**config.mk**
```make
export PLATFORM = sky130hd
export DESIGN_NAME = issue_ctrl
export DESIGN_NICKNAME = d
export VERILOG_FILES = /design/src/rtl/issue_ctrl_pkg.sv /design/src/rtl/issue_ctrl_fifo.sv /design/src/rtl/issue_ctrl.sv
export SDC_FILE = /design/constraint.sdc
export NUM_CORES = 1
export LEC_CHECK = 0
export ABC_AREA = 1
export BUFFER_PORTS_ARGS = -buffer_cell sky130_fd_sc_hd__buf_2
export CAP_MARGIN = 20
export CORE_ASPECT_RATIO = 0.6
export CORE_MARGIN = 10
export CORE_UTILIZATION = 30
export CTS_CLUSTER_SIZE = 8
export DETAILED_ROUTE_END_ITERATION = 10
export PLACE_DENSITY_LB_ADDON = 0.25
export SYNTH_ARGS = -nofsm -noshare
export SYNTH_HDL_FRONTEND = slang
export SYNTH_SLANG_ARGS = --single-unit
```
**constraint.sdc**
```tcl
create_clock -name clk -period 6.7 [get_ports clk]
set_clock_uncertainty 0.2 [all_clocks]
set_input_delay 1.34 -clock clk [delete_from_list [all_inputs] [get_ports clk]]
set_output_delay 1.34 -clock clk [all_outputs]
set_load 0.02 [all_outputs]
```
**src/rtl/issue_ctrl_pkg.sv**
```systemverilog
// issue_ctrl_pkg: queue sizing and opcode classification shared by the issue controller.
package issue_ctrl_pkg;
    localparam int IQ_LOG = 4;
    localparam int IQ_DEPTH = 1 << IQ_LOG;
    localparam int IQ_SLACK = 1;
    localparam logic [6:0] OPC_LOAD = 7'b0000011;
    localparam logic [6:0] OPC_STORE = 7'b0100011;

    function automatic logic is_mem(input logic [31:0] inst);
        return inst[6:0] == OPC_LOAD || inst[6:0] == OPC_STORE;
    endfunction
endpackage

```
**src/rtl/issue_ctrl_fifo.sv**
```systemverilog
// issue_ctrl_fifo: circular-queue pointers, occupancy and early-full flag.
module issue_ctrl_fifo
    import issue_ctrl_pkg::*;
(
    input  logic              clk,
    input  logic              rst,
    input  logic              en,
    input  logic              clear,
    input  logic              push,
    input  logic              pop,
    output logic [IQ_LOG-1:0] head,
    output logic [IQ_LOG-1:0] tail,
    output logic [IQ_LOG:0]   count,
    output logic              full
);
    localparam logic [IQ_LOG:0] FULL_AT = (IQ_LOG+1)'(IQ_DEPTH - IQ_SLACK);
    logic [IQ_LOG:0] count_next;

    assign count_next = clear ? '0 : count + (IQ_LOG+1)'(push) - (IQ_LOG+1)'(pop);

    always_ff @(posedge clk or posedge rst) begin
        if (rst) begin
            head  <= '0;
            tail  <= '0;
            count <= '0;
            full  <= 1'b0;
        end else if (en) begin
            head  <= clear ? '0 : head + IQ_LOG'(pop);
            tail  <= clear ? '0 : tail + IQ_LOG'(push);
            count <= count_next;
            full  <= count_next >= FULL_AT;
        end
    end
endmodule

```
**src/rtl/issue_ctrl.sv**
```systemverilog
// issue_ctrl: instruction queue between fetch and issue, gated by ROB/RS/LSB capacity.
module issue_ctrl
    import issue_ctrl_pkg::*;
(
    input  logic        clk,
    input  logic        rst,
    input  logic        rdy,
    input  logic        clear,
    input  logic        if_valid,
    input  logic [31:0] if_inst,
    input  logic [31:0] if_pc,
    output logic        iq_full,
    input  logic        rob_full,
    input  logic        rs_full,
    input  logic        lsb_full,
    output logic        issue_valid,
    output logic [31:0] issue_inst,
    output logic [31:0] issue_pc,
    output logic [31:0] issue_cnt,
    output logic [31:0] stall_cnt,
    output logic        overflow
);
    localparam logic [IQ_LOG:0] CNT_MAX = (IQ_LOG+1)'(IQ_DEPTH);
    logic [31:0] inst_mem [IQ_DEPTH];
    logic [31:0] pc_mem [IQ_DEPTH];
    logic [IQ_LOG-1:0] head, tail;
    logic [IQ_LOG:0] count;
    logic nonempty, take, push, pop;

    assign nonempty = count != '0;
    assign take = rdy & ~clear;
    assign issue_inst = nonempty ? inst_mem[head] : '0;
    assign issue_pc = nonempty ? pc_mem[head] : '0;
    assign issue_valid = take & nonempty & ~rob_full & (is_mem(issue_inst) ? ~lsb_full : ~rs_full);
    assign pop = issue_valid;
    // A full queue still accepts a push when the head leaves in the same cycle.
    assign push = take & if_valid & (count != CNT_MAX | pop);

    issue_ctrl_fifo u_fifo (
        .clk   (clk),
        .rst   (rst),
        .en    (rdy),
        .clear (clear),
        .push  (push),
        .pop   (pop),
        .head  (head),
        .tail  (tail),
        .count (count),
        .full  (iq_full)
    );

    always_ff @(posedge clk) begin
        if (push) begin
            inst_mem[tail] <= if_inst;
            pc_mem[tail]   <= if_pc;
        end
    end

    always_ff @(posedge clk or posedge rst) begin
        if (rst) begin
            issue_cnt <= '0;
            stall_cnt <= '0;
            overflow  <= 1'b0;
        end else begin
            if (pop) issue_cnt <= issue_cnt + 32'd1;
            if (take & nonempty & ~issue_valid) stall_cnt <= stall_cnt + 32'd1;
            if (take & if_valid & count == CNT_MAX & ~pop) overflow <= 1'b1;
        end
    end
endmodule

```
==> flow_summary_export.csv, run 1 <==
group,metric,value,unit
outcome,status,"finished, final reports clean",
worst_setup_path,crit_path_cell_trace,"buf_4 > nand3_1 > nand3_1 > nand3_1 > nand2_1 > inv_1 > nand2_1 > nor2_1 > nand3_1 > nand3_2 > inv_2 > buf_2",
synth,synth_area_leaders,"edfxtp_1 (69%), o21ai_0 (5.7%), nor2_1 (4.8%)",
finish,n_fill_cell,14300,
routing,num_vias,29200,
sta,setup_viol,0,
power_and_ir_drop,p_switching,0.00430,W
job,cap_violations,0,
routing,wl,135000,µm
cts,cts_buffer_depth,3,
synth,synth_seq_area_share,0.734,
synth,synth_top_area_share,0.690,
cts,cts_tree,"built",
worst_setup_path,critical_path.max_fanout,58,
worst_setup_path,critPathKind,"reg2out",
sta,fin_crit,5.98,ns
power_and_ir_drop,power_density,319,nW/µm²
finish,multi_input_area,10600,µm²
synth,synthArstFlopShare,0.0716,
power_and_ir_drop,p_seq_frac,0.465,
cts,cts_inserted_buffers,156,
synth,yosys_warnings,0,
die,die_w,518,µm
sta,tns,0,ns
worst_setup_path,cpMostUsedCell,"nand3_1",
worst_setup_path,critPathMaxStageDelay,0.88,ns
synth,netlist_instances,3510,
synth,synth_edf_count,1024,
worst_setup_path,worst_setup_path_start_kind,"flop",
grt,grt_pass1_wl,199000,µm
routing,drt_pass1_iterations,6,
cts,cts_setup_buffers,0,
routing,drc,0,
synth,yosysTopAreaCell,"edfxtp_1",
power_and_ir_drop,power_frac_comb,0.106,
cts,cts_htree_levels,4,
synth,synth.cell_area,44600,µm²
die,io_pins,203,
routing,via_per_inst,5.10,
die,die_area,165000,µm²
worst_setup_path,crit_path_end_kind,"primary output",
die,die_y,319,µm
sta,max_freq,167,MHz
synth,ys_seq_elements,1103,
synth,yosysUniqueCellTypes,32,
power_and_ir_drop,p_leak,17.6,nW
worst_setup_path,arrival,4.44,ns
power_and_ir_drop,p_sw_frac,0.259,
placed_design,io_buffers,202,
sta,period_share,0.892,
sta,slew_headroom,0.227,
finish,final_nets,3773,
sta,drv_slew,0,
power_and_ir_drop,p_int,0.0123,W
cts,cts_hold_buffers,0,
routing,route.detailed.wl_per_inst,23.6,µm
placed_design,gp_congestion,0.823,
die,rows,109,
synth,synth_common_cells,"edfxtp_1 (1024), nor2_1 (564), o21ai_0 (504), nand2_1 (361), clkbuf_1 (196)",
worst_setup_path,crit_buf_inv,4,
sta,worstMarginPinSlew,1.16,ns
grt,grt_max_degree,225,
finish,area_delta_synth_final,16.9,%
placed_design,post-dp-hpwl,71100,µm
synth,syn_area_per_cell,12.7,µm²
routing,ant_nets,0,
grt,antenna_found_initial,29,
power_and_ir_drop,ir_drop,257,µV
cts,path_clk_slew,0.05,ns
finish,seq_area,32700,µm²
synth,synth_top_flop_cell,"edfxtp_1",
die,initial_core_util,0.302,
grt,grt_pass1_vias,28100,
sta,final_hold_viol_count,0,
routing,drt_iter0_drc,3036,
finish,layout-drive-gt1-share,0.123,
worst_setup_path,cp_slowest_cell,"dfrtp_4",
synth,yosysMostFrequentCell,"edfxtp_1",
worst_setup_path,cp_top_family,"buffers and inverters",
cts,clock_latency,0.76,ns
worst_setup_path,worstPathRequired,5.16,ns
cts,cts_root_buf,"clkbuf_16",
hold_path,hold_class,"reg2reg",
grt,globalRouteOverflowTotal,0,
cts,cts.sinks,1103,
synth,syn_nets,3594,
cts,ctsResizeCount,0,
sta,rsz0062_at_grt,"no",
die,coreArea,147000,µm²
grt,grt.total_usage,0.158,
power_and_ir_drop,p_clk_frac,0.430,
finish,final_core_util,0.353,
-- state kept, by name (all words and copies together), names as in the netlist, 4 cells and up --
| name | flops |
|---|---|
| inst_mem | 512 |
| pc_mem | 512 |
| issue_cnt | 32 |
| stall_cnt | 32 |
| u_fifo.count | 5 |
| u_fifo.head | 4 |
| u_fifo.tail | 4 |
-- worst register-to-register path, cell delays in order, from the launching register on --
cell and delay [ns]:
dfrtp_4 0.88, buf_4 0.77, nand2_1 0.21, nand3_1 0.11, nand3_1 0.07, nand2_1 0.18, nand2_1 0.10, nor2_1 0.20
nand3_1 0.12, nand3_2 0.20, nand2_1 0.09, nand2_2 0.67, inv_1 0.23, ha_1 0.28, inv_1 0.08, fa_1 0.43
nor2_1 0.13, nand2_1 0.07, o311ai_0 0.33
-- stage by stage --
| step | cell area, µm² | hold WS [ns] | worst slack, ns | power, W | cells |
|---|---|---|---|---|---|
| global placement | 47800 | 0.304 | 1.27 | 0.00965 | 5529 |
| floorplan | 44600 | 0.281 | 0.777 | 0.00880 | 3510 |
| finish | 52100 | 0.325 | 0.723 | 0.0166 | 5727 |
| global route | 52100 | 0.339 | 0.351 | 0.0172 | 5724 |
| detailed placement | 47800 | 0.314 | 1.22 | 0.00965 | 5529 |
| CTS | 52100 | 0.301 | 0.644 | 0.0168 | 5722 |
-- worst paths after layout --
kind | from | end | slack [ns] | cells past startpoint
worst min-delay path | stall_cnt[31] | stall_cnt[31] | 0.32 | 2
max in group asynchronous | rst | issue_cnt[12] | 4.73 | 3
worst max-delay path | u_fifo.head[1] | issue_valid | 0.72 | 12
worst min register to register | stall_cnt[31] | stall_cnt[31] | 0.32 | 2
worst max register to register | u_fifo.head[1] | u_fifo.full | 1.22 | 18
min in group asynchronous | rst | u_fifo.full | 0.34 | 2
-- final cells by class --
cell class	instances	share of cell area
flip-flops and latches	1103	0.629
multi-input cells	2075	0.204
clock buffers	180	0.0783
well taps	1998	0.0480
repair buffers	257	0.0295
inverters	96	0.00738
clock inverters	13	0.00382
diodes	5	0.000240
-- per-layer routing --
layer | wire [µm] | global-route usage
met1 | 64200 | 0.235
met3 | 10300 | 0.0392
met4 | 2570 | 0.0423
met2 | 58000 | 0.228
met5 | 134 | 0
-- power groups by stage --
stage | sequential, W | combinational, W | clock, W
floorplan | 0.00790 | 0.000903 | 0
global placement | 0.00785 | 0.00180 | 0
detailed placement | 0.00785 | 0.00180 | 0
CTS | 0.00772 | 0.00180 | 0.00732
global route | 0.00773 | 0.00191 | 0.00760
finish | 0.00772 | 0.00175 | 0.00714
-- cells by family (layout without fill, tap and decap cells) --
family | count (synthesis) | count (layout) | share of synthesized area
DFF | 1103 | 1103 | 0.734
xor gates and xnor gates | 58 | 58 | 0.0114
AOI/OAI and AO/OA | 890 | 890 | 0.120
other | 0 | 5 | 0
adders and majority gates | 12 | 12 | 0.00354
and+or+nand+nor | 1115 | 1115 | 0.101
buffers and inverters | 332 | 546 | 0.0299
-- placed cells by master (no fill, tap or decap), types with 11 or more instances in the layout --
master / instances
edfxtp_1: 1024
nor2_1: 548
o21ai_0: 504
nand2_1: 361
buf_2: 202
clkbuf_16: 160
o221ai_1: 154
nand3_1: 131
inv_1: 89
o211ai_1: 83
o22ai_1: 80
dfrtp_1: 75
a21oi_1: 66
buf_4: 46
xor2_1: 33
xnor2_1: 25
nor3_1: 20
clkbuf_1: 20
nor2_4: 16
nor4_1: 14
nand4_1: 13
ha_1: 11
Note: power is estimated with default switching activity, not from simulation.
==> run 2, diff against run 1 <==
--- a/config.mk
+++ b/config.mk
@@ -14,6 +14,7 @@
 export CTS_CLUSTER_SIZE = 8
 export DETAILED_ROUTE_END_ITERATION = 10
 export PLACE_DENSITY_LB_ADDON = 0.25
+export RECOVER_POWER = 50
 export SYNTH_ARGS = -nofsm -noshare
 export SYNTH_HDL_FRONTEND = slang
 export SYNTH_SLANG_ARGS = --single-unit
==> flow_summary_export.csv, run 2 (same netlist as run 1, synthesis figures left out) <==
group,metric,value,unit
cts,cts_tree,"built",
worst_setup_path,crit_path_cell_trace,"buf_4 > nand2_1 > nand3_1 > nand3_1 > nand2_1 > nand2_1 > nor2_1 > nand2_1 > nand2_1 > nand3_2 > inv_2 > buf_2",
grt,grtUsageMet2,0.228,
worst_setup_path,critPathMaxStageDelay,0.89,ns
power_and_ir_drop,p_int,0.0123,W
power_and_ir_drop,p_sw_frac,0.259,
finish,n_fill_cell,14300,
sta,period_share,0.887,
sta,drv_slew,66,
worst_setup_path,arrival,4.41,ns
routing,num_vias,29300,
worst_setup_path,crit_path_end_kind,"primary output",
cts,cts.sinks,1103,
sta,tns,0,ns
cts,cts_setup_buffers,0,
worst_setup_path,worst_setup_path_start_kind,"flop",
grt,use_met1,0.235,
power_and_ir_drop,power_density,320,nW/µm²
cts,cts_inserted_buffers,156,
finish,final_nets,3773,
cts,clock_latency,0.76,ns
placed_design,post-dp-hpwl,71100,µm
placed_design,io_buffers,202,
power_and_ir_drop,power_frac_comb,0.104,
outcome,violations,"capacitance limit, slew limit",
routing,drt_pass1_iterations,7,
job,cap_violations,1,
grt,grt_pass1_wl,199000,µm
die,rows,109,
sta,rsz0062_at_grt,"no",
sta,final_hold_viol_count,0,
sta,max_freq,168,MHz
worst_setup_path,cpMostUsedCell,"nand2_1",
power_and_ir_drop,p_switching,0.00430,W
cts,cts_buffer_depth,3,
worst_setup_path,cp_top_family,"buffers and inverters",
worst_setup_path,critical_path.max_fanout,58,
finish,stdcell_count,5728,
grt,antenna_found_initial,20,
cts,path_clk_slew,0.05,ns
finish,area_delta_synth_final,16.5,%
placed_design,placed_cells,5529,
routing,wl,135000,µm
power_and_ir_drop,ir_drop,256,µV
worst_setup_path,cp_slowest_cell,"dfrtp_4",
grt,grt_max_degree,225,
grt,globalRouteOverflowTotal,0,
die,initial_core_util,0.302,
placed_design,gp_congestion,0.823,
grt,grt.busiest_layer,"met1",
placed_design,placed_area,47800,µm²
grt,gr-usage-met3,0.0392,
cts,cts_hold_buffers,0,
cts,cts_htree_levels,4,
grt,grt_pass1_vias,28100,
finish,final_core_util,0.352,
grt,grt.total_usage,0.158,
outcome,status,"complete, but fails checks",
finish,layout-drive-gt1-share,0.0881,
worst_setup_path,critPathKind,"reg2out",
die,die_w,518,µm
cts,cts_root_buf,"clkbuf_16",
die,io_pins,203,
finish,final_area,51900,µm²
finish,layout_common_cells,"edfxtp_1 (1024), nor2_1 (548), o21ai_0 (504)",
power_and_ir_drop,p_leak,17.1,nW
sta,slew_headroom,-1.59,
worst_setup_path,reg2reg_slack,1.23,ns
routing,via_per_inst,5.11,
worst_setup_path,crit_buf_inv,3,
sta,worstMarginPinSlew,3.88,ns
power_and_ir_drop,p_clk_frac,0.430,
die,die_area,165000,µm²
worst_setup_path,worstPathRequired,5.16,ns
routing,ant_nets,0,
routing,route.detailed.wl_per_inst,23.6,µm
cts,ctsResizeCount,0,
routing,drt_iter0_drc,3082,
finish,layout_commonest_cell,"edfxtp_1",
hold_path,hold_class,"reg2reg",
sta,fin_crit,5.95,ns
finish,top_regs,"inst_mem: 512 flops, pc_mem: 512 flops",
die,coreArea,147000,µm²
sta,setup_viol,0,
power_and_ir_drop,p_seq_frac,0.466,
routing,drc,0,
die,die_y,319,µm
## run 2: changes by cell type in the layout (fill, tap and decap cells not counted), sizes merged
cell,delta
buf,-130
clkbuf,+130
clkinv,-1
clkinvlp,+1
diode,+1
## run 2: cell type report
type / instances / area (µm²) / share of cell area
sequential: 1103 / 32700 / 0.631
clock buffer: 180 / 4080 / 0.0786
clock inverter: 13 / 199 / 0.00383
inverter: 96 / 384 / 0.00740
tap: 1998 / 2500 / 0.0482
timing repair buffer: 257 / 1370 / 0.0264
antenna: 6 / 15.0 / 0.000289
multi-input combinational: 2075 / 10600 / 0.205
## run 2: path summary, 6_finish.rpt
path | start | endpoint | cells past startpoint
setup / recovery | u_fifo.head[1] | issue_valid | 12
setup reg to reg | u_fifo.head[1] | u_fifo.full | 18
hold reg to reg | stall_cnt[31] | stall_cnt[31] | 2
min in group asynchronous | rst | u_fifo.full | 2
hold / removal | stall_cnt[31] | stall_cnt[31] | 2
max in group asynchronous | rst | issue_cnt[12] | 3
## run 2: worst reg2reg max path: stages (launching register included)
cell,delay (ns)
dfrtp_4,0.89
buf_4,0.77
nand2_1,0.20
nand3_1,0.11
nand3_1,0.07
nand2_1,0.18
nand2_1,0.10
nor2_1,0.20
nand3_1,0.12
nand3_2,0.19
nand2_1,0.09
nand2_2,0.68
inv_1,0.23
ha_1,0.28
inv_1,0.08
fa_1,0.43
nor2_1,0.13
nand2_1,0.07
o311ai_0,0.33
## run 2: per-layer routing
metal	vias to the layer above	part of all wire
li1	13300	-
met1	14800	0.48
met2	976	0.43
met3	188	0.070
met4	16	0.019
met5	-	0.00065
## run 2: through the flow
stage / worst slack, ns / power (W) / hold WS [ns]
4_1_cts: 0.644 / 0.0168 / 0.301
3_3_place_gp: 1.27 / 0.00965 / 0.304
6_report: 0.754 / 0.0166 / 0.335
2_1_floorplan: 0.777 / 0.00880 / 0.281
5_1_grt: 0.351 / 0.0172 / 0.361
3_5_place_dp: 1.22 / 0.00965 / 0.314
## run 2: power groups by stage
stage | logic, W | clock network, W | registers (W)
2_1_floorplan | 0.000903 | 0 | 0.00790
3_3_place_gp | 0.00180 | 0 | 0.00785
3_5_place_dp | 0.00180 | 0 | 0.00785
4_1_cts | 0.00180 | 0.00732 | 0.00772
5_1_grt | 0.00189 | 0.00760 | 0.00773
6_report | 0.00173 | 0.00714 | 0.00773
